<file path="src/rtl/spi_seq_pkg.sv">
// spi_seq_pkg: SPI register offsets, command code, sequencer states and config packing
package spi_seq_pkg;
  localparam logic [15:0] OFS_CONFIG = 16'h0000;
  localparam logic [15:0] OFS_TX = 16'h0004;
  localparam logic [15:0] OFS_CMD = 16'h000C;
  localparam logic [15:0] OFS_STATUS = 16'h0000;
  localparam logic [15:0] OFS_RX = 16'h0004;
  localparam logic [7:0] CMD_START = 8'h02;
  typedef enum logic [3:0] {
    S_IDLE, S_CFG_WR, S_TX_WR, S_CMD_WR, S_POLL_WAIT, S_STAT_RD, S_RX_RD, S_NEXT, S_DONE
  } state_t;
  function automatic logic [7:0] cfg_byte(input logic [1:0] mode, input logic [1:0] slave, input logic [1:0] sck);
    return {2'b00, mode, slave, sck};
  endfunction
endpackage

</file>
<file path="src/rtl/apb_master_xfer.sv">
// apb_master_xfer: single APB transfer engine (req -> SETUP -> ACCESS until pready, ack/rdata on completion)
module apb_master_xfer (
  input  logic        clk,
  input  logic        rst,
  input  logic        req,
  input  logic        write,
  input  logic [15:0] addr,
  input  logic [7:0]  wdata,
  output logic        ack,
  output logic [7:0]  rdata,
  output logic        psel,
  output logic        penable,
  output logic        pwrite,
  output logic [15:0] paddr,
  output logic [7:0]  pwdata,
  input  logic [7:0]  prdata,
  input  logic        pready
);
  assign ack = psel && penable && pready;
  assign rdata = prdata;
  always_ff @(posedge clk)
    if (rst) begin
      psel <= 1'b0;
      penable <= 1'b0;
      pwrite <= 1'b0;
      paddr <= '0;
      pwdata <= '0;
    end else if (!psel) begin
      if (req) begin
        psel <= 1'b1;
        pwrite <= write;
        paddr <= addr;
        pwdata <= wdata;
      end
    end else if (!penable) penable <= 1'b1;
    else if (pready) begin
      psel <= 1'b0;
      penable <= 1'b0;
    end
endmodule

</file>
<file path="src/rtl/spi_burst_sequencer.sv">
// spi_burst_sequencer: APB master sequencing up to 8 SPI byte transfers (CONFIG once, then TX/CMD/poll STATUS/RX per byte)
module spi_burst_sequencer
  import spi_seq_pkg::*;
#(
  parameter logic [15:0] BASE_ADDR = 16'h0040,
  parameter int BUSY_BIT = 0,
  parameter int POLL_GAP = 8,
  parameter int POLL_MAX = 255
) (
  input  logic        i_PCLK,
  input  logic        i_PRESET,
  input  logic        i_start,
  input  logic [1:0]  i_mode,
  input  logic [1:0]  i_slave,
  input  logic [1:0]  i_sck,
  input  logic [3:0]  i_nbytes,
  input  logic [63:0] i_tx_data,
  output logic        o_busy,
  output logic        o_done,
  output logic        o_err,
  output logic [63:0] o_rx_data,
  output logic        o_PSEL,
  output logic        o_PENABLE,
  output logic        o_PWRITE,
  output logic [15:0] o_PADDR,
  output logic [7:0]  o_PWDATA,
  input  logic [7:0]  i_PRDATA,
  input  logic        i_PREADY
);
  localparam int GW = $clog2(POLL_GAP + 1);
  localparam int PW = $clog2(POLL_MAX + 1);
  state_t state;
  logic [7:0] cfg, wdata, rdata;
  logic [63:0] tx;
  logic [3:0] left;
  logic [GW-1:0] gap;
  logic [PW-1:0] polls;
  logic [15:0] ofs;
  logic req, write, ack, gap_end;
  assign gap_end = gap == GW'(POLL_GAP - 1);
  always_comb begin
    req = state inside {S_CFG_WR, S_TX_WR, S_CMD_WR, S_RX_RD} || (state == S_POLL_WAIT && gap_end);
    write = state inside {S_CFG_WR, S_TX_WR, S_CMD_WR};
    ofs = state == S_CFG_WR ? OFS_CONFIG : state == S_TX_WR ? OFS_TX : state == S_CMD_WR ? OFS_CMD :
          state == S_RX_RD ? OFS_RX : OFS_STATUS;
    wdata = state == S_CFG_WR ? cfg : state == S_TX_WR ? tx[63:56] : state == S_CMD_WR ? CMD_START : 8'h00;
  end
  apb_master_xfer u_apb (
    .clk(i_PCLK),
    .rst(i_PRESET),
    .req(req),
    .write(write),
    .addr(BASE_ADDR + ofs),
    .wdata(wdata),
    .ack(ack),
    .rdata(rdata),
    .psel(o_PSEL),
    .penable(o_PENABLE),
    .pwrite(o_PWRITE),
    .paddr(o_PADDR),
    .pwdata(o_PWDATA),
    .prdata(i_PRDATA),
    .pready(i_PREADY)
  );
  always_ff @(posedge i_PCLK)
    if (i_PRESET) begin
      state <= S_IDLE;
      o_busy <= 1'b0;
      o_done <= 1'b0;
      o_err <= 1'b0;
      o_rx_data <= '0;
      cfg <= '0;
      tx <= '0;
      left <= '0;
      gap <= '0;
      polls <= '0;
    end else begin
      o_done <= 1'b0;
      case (state)
        S_IDLE: if (i_start) begin
          cfg <= cfg_byte(i_mode, i_slave, i_sck);
          tx <= i_tx_data;
          left <= i_nbytes > 4'd8 ? 4'd8 : i_nbytes;
          o_rx_data <= '0;
          o_err <= 1'b0;
          o_busy <= 1'b1;
          state <= i_nbytes == 4'd0 ? S_DONE : S_CFG_WR;
        end
        S_CFG_WR: if (ack) state <= S_TX_WR;
        S_TX_WR: if (ack) state <= S_CMD_WR;
        S_CMD_WR: if (ack) begin
          gap <= '0;
          polls <= '0;
          state <= S_POLL_WAIT;
        end
        S_POLL_WAIT: if (gap_end) state <= S_STAT_RD;
          else gap <= gap + 1'b1;
        S_STAT_RD: if (ack) begin
          if (!rdata[BUSY_BIT]) state <= S_RX_RD;
          else if (polls == PW'(POLL_MAX - 1)) begin
            o_err <= 1'b1;
            state <= S_DONE;
          end else begin
            polls <= polls + 1'b1;
            gap <= '0;
            state <= S_POLL_WAIT;
          end
        end
        S_RX_RD: if (ack) begin
          o_rx_data <= {o_rx_data[55:0], rdata};
          left <= left - 1'b1;
          state <= S_NEXT;
        end
        S_NEXT: begin
          tx <= tx << 8;
          state <= left == 4'd0 ? S_DONE : S_TX_WR;
        end
        S_DONE: begin
          o_done <= 1'b1;
          o_busy <= 1'b0;
          state <= S_IDLE;
        end
        default: state <= S_IDLE;
      endcase
    end
endmodule

</file>
<file path="config.mk">
export PLATFORM = sky130hd
export DESIGN_NAME = spi_burst_sequencer
export DESIGN_NICKNAME = d
export VERILOG_FILES = /design/src/rtl/spi_seq_pkg.sv /design/src/rtl/apb_master_xfer.sv /design/src/rtl/spi_burst_sequencer.sv
export SDC_FILE = /design/constraint.sdc
export NUM_CORES = 1
export LEC_CHECK = 0
export CORE_MARGIN = 4
export CORE_UTILIZATION = 55
export DETAILED_ROUTE_END_ITERATION = 8
export PLACE_DENSITY = 0.89
export SYNTH_ARGS = -nofsm -noshare
export SYNTH_HDL_FRONTEND = slang
export SYNTH_HIERARCHICAL = 1
export SYNTH_SLANG_ARGS = --single-unit
</file>
<file path="constraint.sdc">
create_clock -name i_PCLK -period 6.3 [get_ports i_PCLK]
set_clock_uncertainty 0.15 [all_clocks]
set_input_delay 0.63 -clock i_PCLK [delete_from_list [all_inputs] [get_ports i_PCLK]]
set_output_delay 0.63 -clock i_PCLK [all_outputs]
set_load 0.02 [all_outputs]
</file>
==> parameters.txt <==
Parameter                              Value

Power
  LEAKAGE    3.59 nW
  Peak supply drop    0.213 mV
  Switch share    0.271
  Clock power share    0.408
  Cell area power density    258 nW/um2
  Part of the power in registers    0.466
  Internal power    1.96 mW
  Part of the total power dissipated in combinational logic    0.126
  Net switching component of the power    0.729 mW

Clock network
  CTS Buffer Depth    2
  Post-cts resize count    0
  Worst-Skew Late Latency    0.44 ns
  Worst-path clk slew    0.07 ns
  Post-CTS Setup Inserts    0
  Number of H-tree branching levels    4
  CTS buffer count    17
  Number of clock sinks seen by CTS    184
  Post-CTS Hold Fix Bufs    0
  Buffer type at the clock tree root    sky130_fd_sc_hd__clkbuf_16
  TritonCTS clock tree    done

Setup path
  Startpoint type of the worst setup path    flip-flop
  Worst path slowest cell    sky130_fd_sc_hd__dfxtp_1
  Worst stage delay on the critical path    0.81 ns
  Origin of the critical flop-to-flop path    state[1]
  Critical path data required time    6.51 ns
  Setup crit start    state[1]
  Critical R2R Capture    o_rx_data[31]
  Critical Path Fanout Max    39
  Reg2reg setup slack    3.12 ns
  Worst-path cell chain    nand4bb_1 -> o22ai_4 -> buf_4 -> nand3_1 -> a21oi_1
  Worst reg2reg path depth    5
  End point of the critical path    o_rx_data[31]
  Critical path endpoint category    flip-flop
  CP Class    reg2reg
  Arrival time at the worst endpoint    3.39 ns

Synth
  Average cell area after synthesis    8.22 um2
  Number of enable flip-flop cells after synthesis    0
  Async set-or-reset flop fraction in the synthesized netlist    0
  Share of cell area taken by muxes after synthesis    0.00262
  Flip-flop cell with the highest count after synthesis    sky130_fd_sc_hd__dfxtp_1
  Synth Area in XOR/XNOR    0
  Synth Instances    987
  Share of the synthesized area in compound gates (AO/OA/AOI/OAI)    0.182
  Dominant combinational cell family by area after synthesis    simple AND/OR/NAND/NOR gates
  Adder and majority gate portion of the synthesized area    0.00617
  Fraction of the yosys area taken by sequential cells    0.454
  Number of register bits inferred by synthesis    184
  Post-synth cell types    60
  Area fraction in and, or, nand and nor cells after synthesis    0.290
  Cell Area, Synth    8110 um2
  Count of warnings emitted by yosys    6

Die
  Die width    129 um
  Die span in y    129 um
  Placeable Area    14,500 um2
  Cell row count    44
  DIE AREA    16,800 um2
  Initial Utilization    0.560
  Number of top-level design ports    180

Timing
  Actual slew at the worst max-slew pin    1.03 ns
  Post-layout worst setup margin    3.12 ns
  Unrepaired setup endpoints after global routing    no
  Total negative slack for setup checks    0 ns
  Worst slew margin    0.312
  Final hold violations    0
  Total count of max-transition violations in the final report    0
  Final number of setup-violating endpoints    0
  Share of the clock period used by the worst path after layout    0.504
  Time the worst path needs with I/O delays and setup    3.18 ns
  Timing-limited maximum frequency    315 MHz

Drt
  Final routed wirelength across all metal layers    21,700 um
  Iteration-0 DRC Markers    700
  Vias per std cell    5.78
  Routed wire length per instance    16.6 um
  Number of nets with antenna violations after detailed routing    0
  DRC violations left    0
  Total vias in the final route    7,563
  DR pass1 iterations    8

Global route
  Number of global-route vias before repair    6,893
  First-pass GRT wire length    34,800 um
  Initial antenna violation count    0
  Total congestion overflow after global routing    0
  Maximum number of pins on one net before global-route repair    138
  Combined global-route utilization of all metal layers    0.258

Placed design
  Port Buffer Count    179
  Detailed-placement wirelength estimate    14,000 um
  Place WS    3.11 ns
  Global placer's final weighted congestion    0.853

Cells and area
  Number of nets at the end of the flow    1,201
  P&R area growth vs syn    28.5%
  Core Util, Final    0.720
  Share of post-route cells with drive strength above 1    0.0747
  Antenna cell count    0

Worst hold path
  Worst hold path class    reg2reg

Outcome
  Result of the run    finished clean

Run
  Max capacitance violation total    0
==> flip-flops by register name, indices dropped and copies added, names as in the netlist, 4 cells and up <==
| register | cells |
|---|---|
| cfg | 6 |
| gap | 4 |
| left | 4 |
| o_rx_data | 64 |
| polls | 8 |
| state | 4 |
| tx | 64 |
| u_apb/paddr | 16 |
| u_apb/pwdata | 8 |
==> layer usage <==
layer,vias up,global-route usage,share of wire
met2,266,0.410,0.48
met1,3570,0.341,0.42
met5,-,0,0
met4,0,0.106,0.034
met3,52,0.0573,0.060
li1,3675,-,-
==> Yosys cell counts, types with 6 or more instances <==
cell type / n / area share
sky130_fd_sc_hd__nand3_1: 74 / 0.046
sky130_fd_sc_hd__nor2_1: 77 / 0.036
sky130_fd_sc_hd__buf_2: 20 / 0.012
sky130_fd_sc_hd__buf_4: 9 / 0.0083
sky130_fd_sc_hd__nand4bb_1: 28 / 0.039
sky130_fd_sc_hd__buf_1: 9 / 0.0042
sky130_fd_sc_hd__o21ai_0: 14 / 0.0086
sky130_fd_sc_hd__o21ai_2: 20 / 0.022
sky130_fd_sc_hd__clkbuf_1: 51 / 0.024
sky130_fd_sc_hd__a21oi_1: 89 / 0.055
sky130_fd_sc_hd__a22oi_1: 6 / 0.0056
sky130_fd_sc_hd__nand2_1: 219 / 0.10
sky130_fd_sc_hd__dfxtp_1: 184 / 0.45
sky130_fd_sc_hd__a311oi_1: 56 / 0.060
sky130_fd_sc_hd__nor3_1: 9 / 0.0056
sky130_fd_sc_hd__inv_1: 13 / 0.0060
sky130_fd_sc_hd__nand2b_1: 34 / 0.026
==> logic make-up after synthesis <==
logic type	after synthesis
simple gates	477
compound gates	210
flops	184
buf+inv	108
fa+ha+maj	4
mux	2
other cells	2
==> cell type report <==
| type | count | area [um2] |
|---|---|---|
| Inverter | 13 | 48.8 |
| Timing Repair Buffer | 188 | 1860 |
| Sequential cell | 184 | 3680 |
| Clock inverter | 15 | 184 |
| Clock buffer | 17 | 425 |
| Fill cell | 1078 | 4050 |
| Tap cell | 184 | 230 |
| Multi-Input combinational cell | 707 | 3990 |
==> per-stage QoR <==
stage / instances / hold slack, ns / total power, mW / cell area, um2
floorplan: 999 / 0.283 / 1.50 / 8160
global placement: 1276 / 0.288 / 1.61 / 9820
detailed placement: 1276 / 0.296 / 1.61 / 9820
CTS: 1308 / 0.306 / 2.70 / 10400
global route: 1308 / 0.329 / 2.79 / 10400
finish: 1308 / 0.302 / 2.69 / 10400
==> cell usage in the layout (no fill, tap or decap), drive strengths merged, types with 3 or more instances in the layout <==
cell,netlist,final
a22oi,6,6
nand2b,34,34
nand4b,3,3
ha,4,4
a221oi,4,4
a211o,3,3
nor4,3,3
conb,2,14
nor3,12,12
or4,5,5
o21ai,34,34
or2,3,3
clkinvlp,0,4
a311oi,56,56
nand2,220,220
o211ai,3,3
dfxtp,184,184
buf,44,10
nor3b,3,3
a21oi,90,90
nand3,74,74
nor2,78,78
clkbuf,51,17
nand4bb,28,28
and3,3,3
clkdlybuf4s50,0,178
inv,13,20
==> worst max-delay path: cells and delay by family (launching register included) <==
| family | cells | cell delay, ns |
|---|---|---|
| compound gates | 2 | 0.99 |
| flops | 1 | 0.81 |
| simple gates | 2 | 0.62 |
| buf+inv | 1 | 0.50 |
==> power by group through the flow <==
stage	Clock (mW)	Sequential, mW	Combinational [mW]
after floorplan	0	1.28	0.224
after global routing	1.16	1.26	0.371
after CTS	1.11	1.25	0.337
final	1.10	1.25	0.339
after detailed placement	0	1.28	0.334
after global placement	0	1.27	0.332
==> worst min path at each step <==
stage / from / to / slack [ns] / cells past startpoint
floorplan: cfg[1] / cfg[1] / 0.28 / 2
global placement: o_rx_data[59] / o_rx_data[59] / 0.29 / 2
detailed placement: o_rx_data[59] / o_rx_data[59] / 0.30 / 2
CTS: o_rx_data[59] / o_rx_data[59] / 0.31 / 2
global route: cfg[1] / cfg[1] / 0.33 / 2
finish: o_rx_data[59] / o_rx_data[59] / 0.30 / 2
No activity file was read; power rests on OpenSTA's default activity.
